$ cat config.mk
export PLATFORM = sky130hd
export DESIGN_NAME = lr35902_uart_tx_arb
export DESIGN_NICKNAME = d
export VERILOG_FILES = /design/src/rtl/lr35902_uart_tx_arb.sv
export SDC_FILE = /design/constraint.sdc
export NUM_CORES = 1
export LEC_CHECK = 0
export CAP_MARGIN = 15
export CORE_MARGIN = 5
export CORE_UTILIZATION = 51
export CTS_CLUSTER_SIZE = 40
export DETAILED_ROUTE_END_ITERATION = 7
export DONT_BUFFER_PORTS = 1
export GPL_TIMING_DRIVEN = 0
export PLACE_DENSITY = 0.76
export SETUP_SLACK_MARGIN = 0.2
export SLEW_MARGIN = 20
export SYNTH_ARGS = -nofsm -noshare
export SYNTH_HDL_FRONTEND = slang
export SYNTH_SLANG_ARGS = --single-unit
$ cat constraint.sdc
create_clock -name uart_clk -period 2 [get_ports uart_clk]
set_clock_uncertainty 0.1 [all_clocks]
set_input_delay 0.4 -clock uart_clk [delete_from_list [all_inputs] [get_ports uart_clk]]
set_output_delay 0.4 -clock uart_clk [all_outputs]
set_load 0.01 [all_outputs]
$ cat src/rtl/lr35902_uart_tx_arb.sv
// Shared 8N1 UART transmitter with round-robin arbitration across byte
// sources that use a toggle (seq/ack) handshake. A single tx pin is shared;
// one requester is served per frame and acknowledged after its stop bit.
//
// Handshake: requester i owns req_seq[i], this block owns req_ack[i].
// A byte is pending while req_seq[i] != req_ack[i]. The requester flips
// req_seq[i] with req_data valid; the byte is sampled once at grant, and
// req_ack[i] is flipped on the edge that ends the stop bit. The requester
// must leave req_seq[i] alone until it sees req_ack[i] catch up.
module lr35902_uart_tx_arb #(
    parameter int NUM_REQ  = 2,
    parameter int BAUD_DIV = 12,
    parameter int GW       = 1
) (
    input  logic                 uart_clk,
    input  logic                 reset,
    input  logic [NUM_REQ-1:0]   req_seq,
    input  logic [8*NUM_REQ-1:0] req_data,
    output logic [NUM_REQ-1:0]   req_ack,
    input  logic                 tx_hold,
    output logic                 tx,
    output logic                 busy,
    output logic [GW-1:0]        grant
);

    localparam int SW = $clog2(BAUD_DIV);
    localparam logic [SW-1:0] SUB_LAST = SW'(BAUD_DIV - 1);

    typedef enum logic [1:0] {
        IDLE  = 2'd0,
        START = 2'd1,
        DATA  = 2'd2,
        STOP  = 2'd3
    } state_t;

    // State is kept as a named enum so checkers can bind to it directly.
    state_t state;
    state_t state_next;

    logic [NUM_REQ-1:0] pending;
    logic [NUM_REQ-1:0] ack_q;
    logic [GW-1:0]      last;
    logic [GW-1:0]      grant_q;
    logic [GW-1:0]      pick;
    logic               pick_valid;
    logic [7:0]         pick_byte;
    logic [7:0]         shift;
    logic [2:0]         bit_cnt;
    logic [SW-1:0]      sub;
    logic               sub_done;
    logic               tx_q;
    logic               busy_q;
    logic               start_frame;

    assign pending     = req_seq ^ ack_q;
    assign sub_done    = (sub == SUB_LAST);
    assign start_frame = pick_valid && !tx_hold;

    // Round-robin pick: first pending index after the last one served.
    // Scanning from the farthest offset down lets the nearest one win.
    always_comb begin
        int      cand;
        logic [GW-1:0] cand_idx;
        cand       = 0;
        cand_idx   = '0;
        pick       = '0;
        pick_valid = 1'b0;
        for (int k = NUM_REQ; k >= 1; k--) begin
            cand     = (int'(last) + k) % NUM_REQ;
            cand_idx = GW'(cand);
            if (pending[cand_idx]) begin
                pick       = cand_idx;
                pick_valid = 1'b1;
            end
        end
    end

    // Byte of the selected requester, captured into the shifter at grant.
    always_comb begin
        pick_byte = '0;
        for (int i = 0; i < NUM_REQ; i++) begin
            if (pick == GW'(i)) begin
                pick_byte = req_data[8*i +: 8];
            end
        end
    end

    // State register.
    always_ff @(posedge uart_clk) begin
        if (!reset) begin
            state <= IDLE;
        end else begin
            state <= state_next;
        end
    end

    // Next-state logic: each bit lasts BAUD_DIV cycles, sub marks the end.
    always_comb begin
        state_next = state;
        case (state)
            IDLE:    if (start_frame) state_next = START;
            START:   if (sub_done) state_next = DATA;
            DATA:    if (sub_done && bit_cnt == 3'd7) state_next = STOP;
            STOP:    if (sub_done) state_next = IDLE;
            default: state_next = IDLE;
        endcase
    end

    // Datapath: shifter, counters, line level, grant/ack bookkeeping.
    always_ff @(posedge uart_clk) begin
        if (!reset) begin
            tx_q    <= 1'b1;
            ack_q   <= '0;
            busy_q  <= 1'b0;
            grant_q <= '0;
            last    <= GW'(NUM_REQ - 1);
            shift   <= '0;
            bit_cnt <= '0;
            sub     <= '0;
        end else begin
            case (state)
                IDLE: begin
                    if (start_frame) begin
                        grant_q <= pick;
                        shift   <= pick_byte;
                        tx_q    <= 1'b0;
                        busy_q  <= 1'b1;
                        sub     <= '0;
                    end
                end
                START: begin
                    if (sub_done) begin
                        tx_q    <= shift[0];
                        shift   <= {1'b0, shift[7:1]};
                        bit_cnt <= '0;
                        sub     <= '0;
                    end else begin
                        sub <= sub + SW'(1);
                    end
                end
                DATA: begin
                    if (sub_done) begin
                        sub <= '0;
                        if (bit_cnt == 3'd7) begin
                            tx_q <= 1'b1;
                        end else begin
                            tx_q    <= shift[0];
                            shift   <= {1'b0, shift[7:1]};
                            bit_cnt <= bit_cnt + 3'd1;
                        end
                    end else begin
                        sub <= sub + SW'(1);
                    end
                end
                STOP: begin
                    if (sub_done) begin
                        // Toggle rather than copy seq, so one frame yields one ack.
                        ack_q[grant_q] <= ~ack_q[grant_q];
                        last           <= grant_q;
                        busy_q         <= 1'b0;
                        sub            <= '0;
                    end else begin
                        sub <= sub + SW'(1);
                    end
                end
                default: ;
            endcase
        end
    end

    // Outputs are driven straight from registers.
    always_comb begin
        tx      = tx_q;
        busy    = busy_q;
        grant   = grant_q;
        req_ack = ack_q;
    end

endmodule

==> results.env <==
SEQ_POWER_SHARE_PCT=33.5
CP_SLOWEST_STAGE_DELAY_PS=350
INSERTED_DIODES=0
SYNTH_TOP_FAMILY_BY_AREA='compound AO/OA/AOI/OAI gates'
GRT_PASS1_VIAS=1278
FINAL-HOLD-VIOLATION-COUNT=0
PATH_CELLS='ha_2 > and3b_2 > o21a_1 > and3_1 > buf_6 > a32o_2'
WIRE_LENGTH_OF_THE_FIRST_GLOBAL_ROUTING_PASS_MM=5.65
AGGREGATE_ROUTED_WIRE_LENGTH_MM=3.28
ROUTE.ANTENNA.REMAINING_NETS=0
SYNTHDOMINANTAREACELLTYPE='dfxtp_1'
P_LEAK_nW=0.618
REGAREA_UM2=467
POST_SYNTH_ADDER_CELL_AREA_PCT=7.92
CRITICAL_PATH_CLASS='flop to flop'
POSTSYNTHREGISTERBITS=23
MIN_PERIOD_PS=1750
CLKPWRFRAC_PCT=11.2
POSTCTSHOLDBUFS=0
WORST_SLEW_PIN_SLEW_PS=458
R2R_CELLS=6
CP-ENDPOINT='shift[6]'
CLKTRANSATPATHREGS_PS=140
GRT_START_MAX_NET_PINS=13
ANTENNA_VIOLATIONS_BEFORE_REPAIR=0
INTERNAL_POWER_mW=1.19
DRT_PRE_ANTENNA_ITERS=4
PATH_DEPTH=6
CP_DATA_REQUIRED_TIME_PS=2130
CORE_AREA_UM2=2710
NETLIST.AREA_LEADER.SHARE_PCT=32.4
POST-ROUTE-UTIL_PCT=59.5
DP_CELLS=197
FINISH_STAGE_SETUP_VIOLS=0
SYNTH-XOR-AREA-SHARE_PCT=3.52
TOTAL_CLOCK_SINKS=23
CP_SLOWEST_CELL='dfxtp_2'
PLACEMENT_ROWS=19
PLACE_HPWL_MM=2.37
REGTOREGSTARTPOINT='sub[0]'
SHARE_OF_CELLS_ABOVE_DRIVE_STRENGTH_1_PCT=23.1
MIN_DELAY_PATH_CLASS='input port to flop'
LAYOUT.NETS=204
AREA_GROWTH_SYN_TO_LAYOUT_PCT=13.4
DESIGN.PORTCOUNT=26
SYNTH_AREA_UM2=1420
PORT-BUFFER-COUNT=0
STATUS='completed'
SYNTH_CELLS=166
WORST_SETUP_PATH_STARTPOINT='sub[0]'
FINALMAXSLEWVIOLATIONS=0
SYN_AVG_CELL_AREA_UM2=8.56
SETUP.WORST_PATH.START_CLASS='flop'
P_SWITCHING_mW=0.857
GLOBAL_PLACEMENT_ROUTABILITY_CONGESTION=0.883
TIMING.SLEW.HEADROOM_PCT=69.5
DIEAREA_UM2=3940
TIMING.CRITICAL_PATH.ARRIVAL_PS=1880
CP_TOP_FAMILY='compound AO/OA/AOI/OAI gates'
REG2REG_SETUP_SLACK_PS=250
YS_DOMINANT_REG_CELL='dfxtp_1'
SEQ_AREA_FRAC_SYNTH_PCT=32.4
FINALSETUPTNS_PS=0
GRT-OVFL-TOTAL=0
LAYOUT_COMMONEST_CELL='nor2_1'
WORST-PATH-MAX-FANOUT=7
IR_DROP_mV=1.12
TOTAL_ROUTING_USAGE_REPORTED_BY_GLOBAL_ROUTING_PCT=17.0
SYNTH_CELL_TYPES=43
FLOORPLAN.INITIALDENSITY_PCT=52.4
SYNTH.YOSYS.WARNINGS=0
NATURE_OF_THE_CRITICAL_PATH_ENDPOINT='flop'
TRITONCTS='done'
FINALCRITPERIODSHARE_PCT=87.3
FILLERS=256
TOP_CELLS_BY_AREA_IN_THE_SYNTHESIZED_NETLIST='dfxtp_1, ha_1, mux2i_1'
CLOCK_PATH_BUFFERS=2
ROUTE.VIAS.TOTAL=1240
LAYOUT_COMMON_CELLS='nor2_1, dfxtp_1, nand2_1'
NUMBER_OF_ENABLE_TYPE_REGISTER_CELLS_IN_THE_SYNTHESIZED_NETLIST=0
TOTALPOWERFINAL_mW=2.04
FLOORPLAN_DIE_HEIGHT_UM=62.8
SYNTHESIS.NETS=196
POST-ROUTE-DRC-COUNT=0
DRT-WIRELENGTH-PER-CELL_UM=16.1
DRT-VIAS-PER-INSTANCE=6.08
SYNTHESIZED_AREA_FRACTION_OCCUPIED_BY_AO_OA_AOI_AND_OAI_CELLS_PCT=23.0
INSERTION_DELAY_PS=320
SYNTH_SIMPLE_GATE_AREA_SHARE_PCT=22.5
STDCELL_COUNT=204
POWER.SHARE.SWITCHING_PCT=42.0
TIMING.MAX_CAP.VIOLATIONS=0
CTS_MAX_LEVEL=1
RSZ_0062_RAISED_AFTER_GLOBAL_ROUTING='false'
SHARE_OF_CELL_AREA_TAKEN_BY_MUXES_AFTER_SYNTHESIS_PCT=6.34
DIE-WIDTH_UM=62.8
AREA_USED_BY_MULTI_INPUT_COMBINATIONAL_LOGIC_UM2=983
DETAIL_ROUTE.ITER0.VIOLATIONS=82
WORST_FLOP_TO_FLOP_PATH_ENDPOINT='shift[6]'
POWER.COMBINATIONAL.FRACTION_PCT=55.3
YS_ASYNC_SR_FRACTION_PCT=0
POWER.DENSITY_CELL_AREA_nW_PER_UM2=1270
CRITPATHBUFINV=1
MAX_FREQ_MHz=573
CLOCK_TREE.ROOT_CELL='clkbuf_4'
NUMBER_OF_BUFFERS_CREATED_BY_CTS=3
==> worst reg2reg max path: cells and delay by family (launching register included) <==
kind | cells | cell delay [ps]
AO/OA/AOI/OAI | 2 | 480
AND/OR/NAND/NOR | 2 | 410
flip-flops | 1 | 350
adder cells (fa/ha/maj) | 1 | 190
buffers and inverters | 1 | 130
==> per-stage QoR <==
stage	cell area [um2]	hold WS [ps]	worst slack (ps)
finish	1610	142	253
floorplan	1420	333	340
global placement	1460	343	133
CTS	1510	143	201
detailed placement	1460	347	28.0
global route	1610	155	188
==> sequential cells by signal, summed over array words and instances, names as in the netlist <==
signal	cells
shift	8
sub	4
bit_cnt	3
req_ack	2
state	2
busy	1
grant	1
last	1
tx	1
==> cell usage after synthesis (2+ instances only) <==
cell type / instances
nor2_1: 21
xnor2_2: 2
clkbuf_1: 3
buf_4: 2
a32o_1: 6
and3_1: 3
nand3b_1: 2
nand2_1: 15
nand3_1: 4
nand4_1: 2
a21oi_1: 15
mux2i_1: 9
ha_1: 9
a211oi_1: 2
xor2_1: 2
nor2b_1: 3
inv_1: 3
o21ai_0: 10
nand2b_1: 7
dfxtp_1: 23
==> power by group through the flow <==
| stage | sequential, mW | clock (mW) | combinational [mW] |
|---|---|---|---|
| final | 0.684 | 0.229 | 1.13 |
| after detailed placement | 0.683 | 0 | 0.968 |
| after floorplan | 0.660 | 0 | 0.786 |
| after global placement | 0.675 | 0 | 0.921 |
| after global routing | 0.701 | 0.257 | 1.25 |
| after CTS | 0.674 | 0.231 | 1.00 |
==> cells by family (layout without fill, tap and decap cells) <==
logic type / Yosys count / in the layout
AO/OA/AOI/OAI: 45 / 45
multiplexers: 9 / 9
AND/OR/NAND/NOR: 64 / 64
adder cells (fa/ha/maj): 9 / 9
flip-flops: 23 / 23
XOR/XNOR: 4 / 4
buffers and inverters: 12 / 19
==> how the worst min path moves through the flow <==
| stage | slack, ps | to | start | depth (start not counted) |
|---|---|---|---|---|
| 6_report | 140 | sub[2] | reset | 2 |
| 4_1_cts | 140 | sub[2] | reset | 2 |
| 2_1_floorplan | 330 | shift[1] | shift[1] | 1 |
| 5_1_grt | 160 | sub[2] | reset | 2 |
| 3_3_place_gp | 340 | shift[2] | shift[2] | 1 |
| 3_5_place_dp | 350 | shift[1] | shift[1] | 1 |
==> routing by layer <==
layer	track usage [%]	up-vias	share of wire, %
li1	-	612	-
met3	3.96	5	5.7
met2	30.3	38	51
met4	5.31	0	1.3
met1	20.0	585	42
met5	0	-	0
==> cell type report <==
type                    instances  area share (%)
multi-input cells             131            61.0
flip-flops and latches         23            29.0
plain buffers                   8            3.65
well taps                      31            2.41
clock buffers                   4            1.63
repair buffers                  3            1.40
inverters                       4           0.932
==> what timing repair did <==
| action | CTS | global route |
|---|---|---|
| setup endpoints to repair | 18 | 16 |
| pin swaps | 1 | 1 |
| gates resized for setup | 8 | 23 |
| buffers inserted | 1 | 2 |
Note: power is estimated with default switching activity, not from simulation.
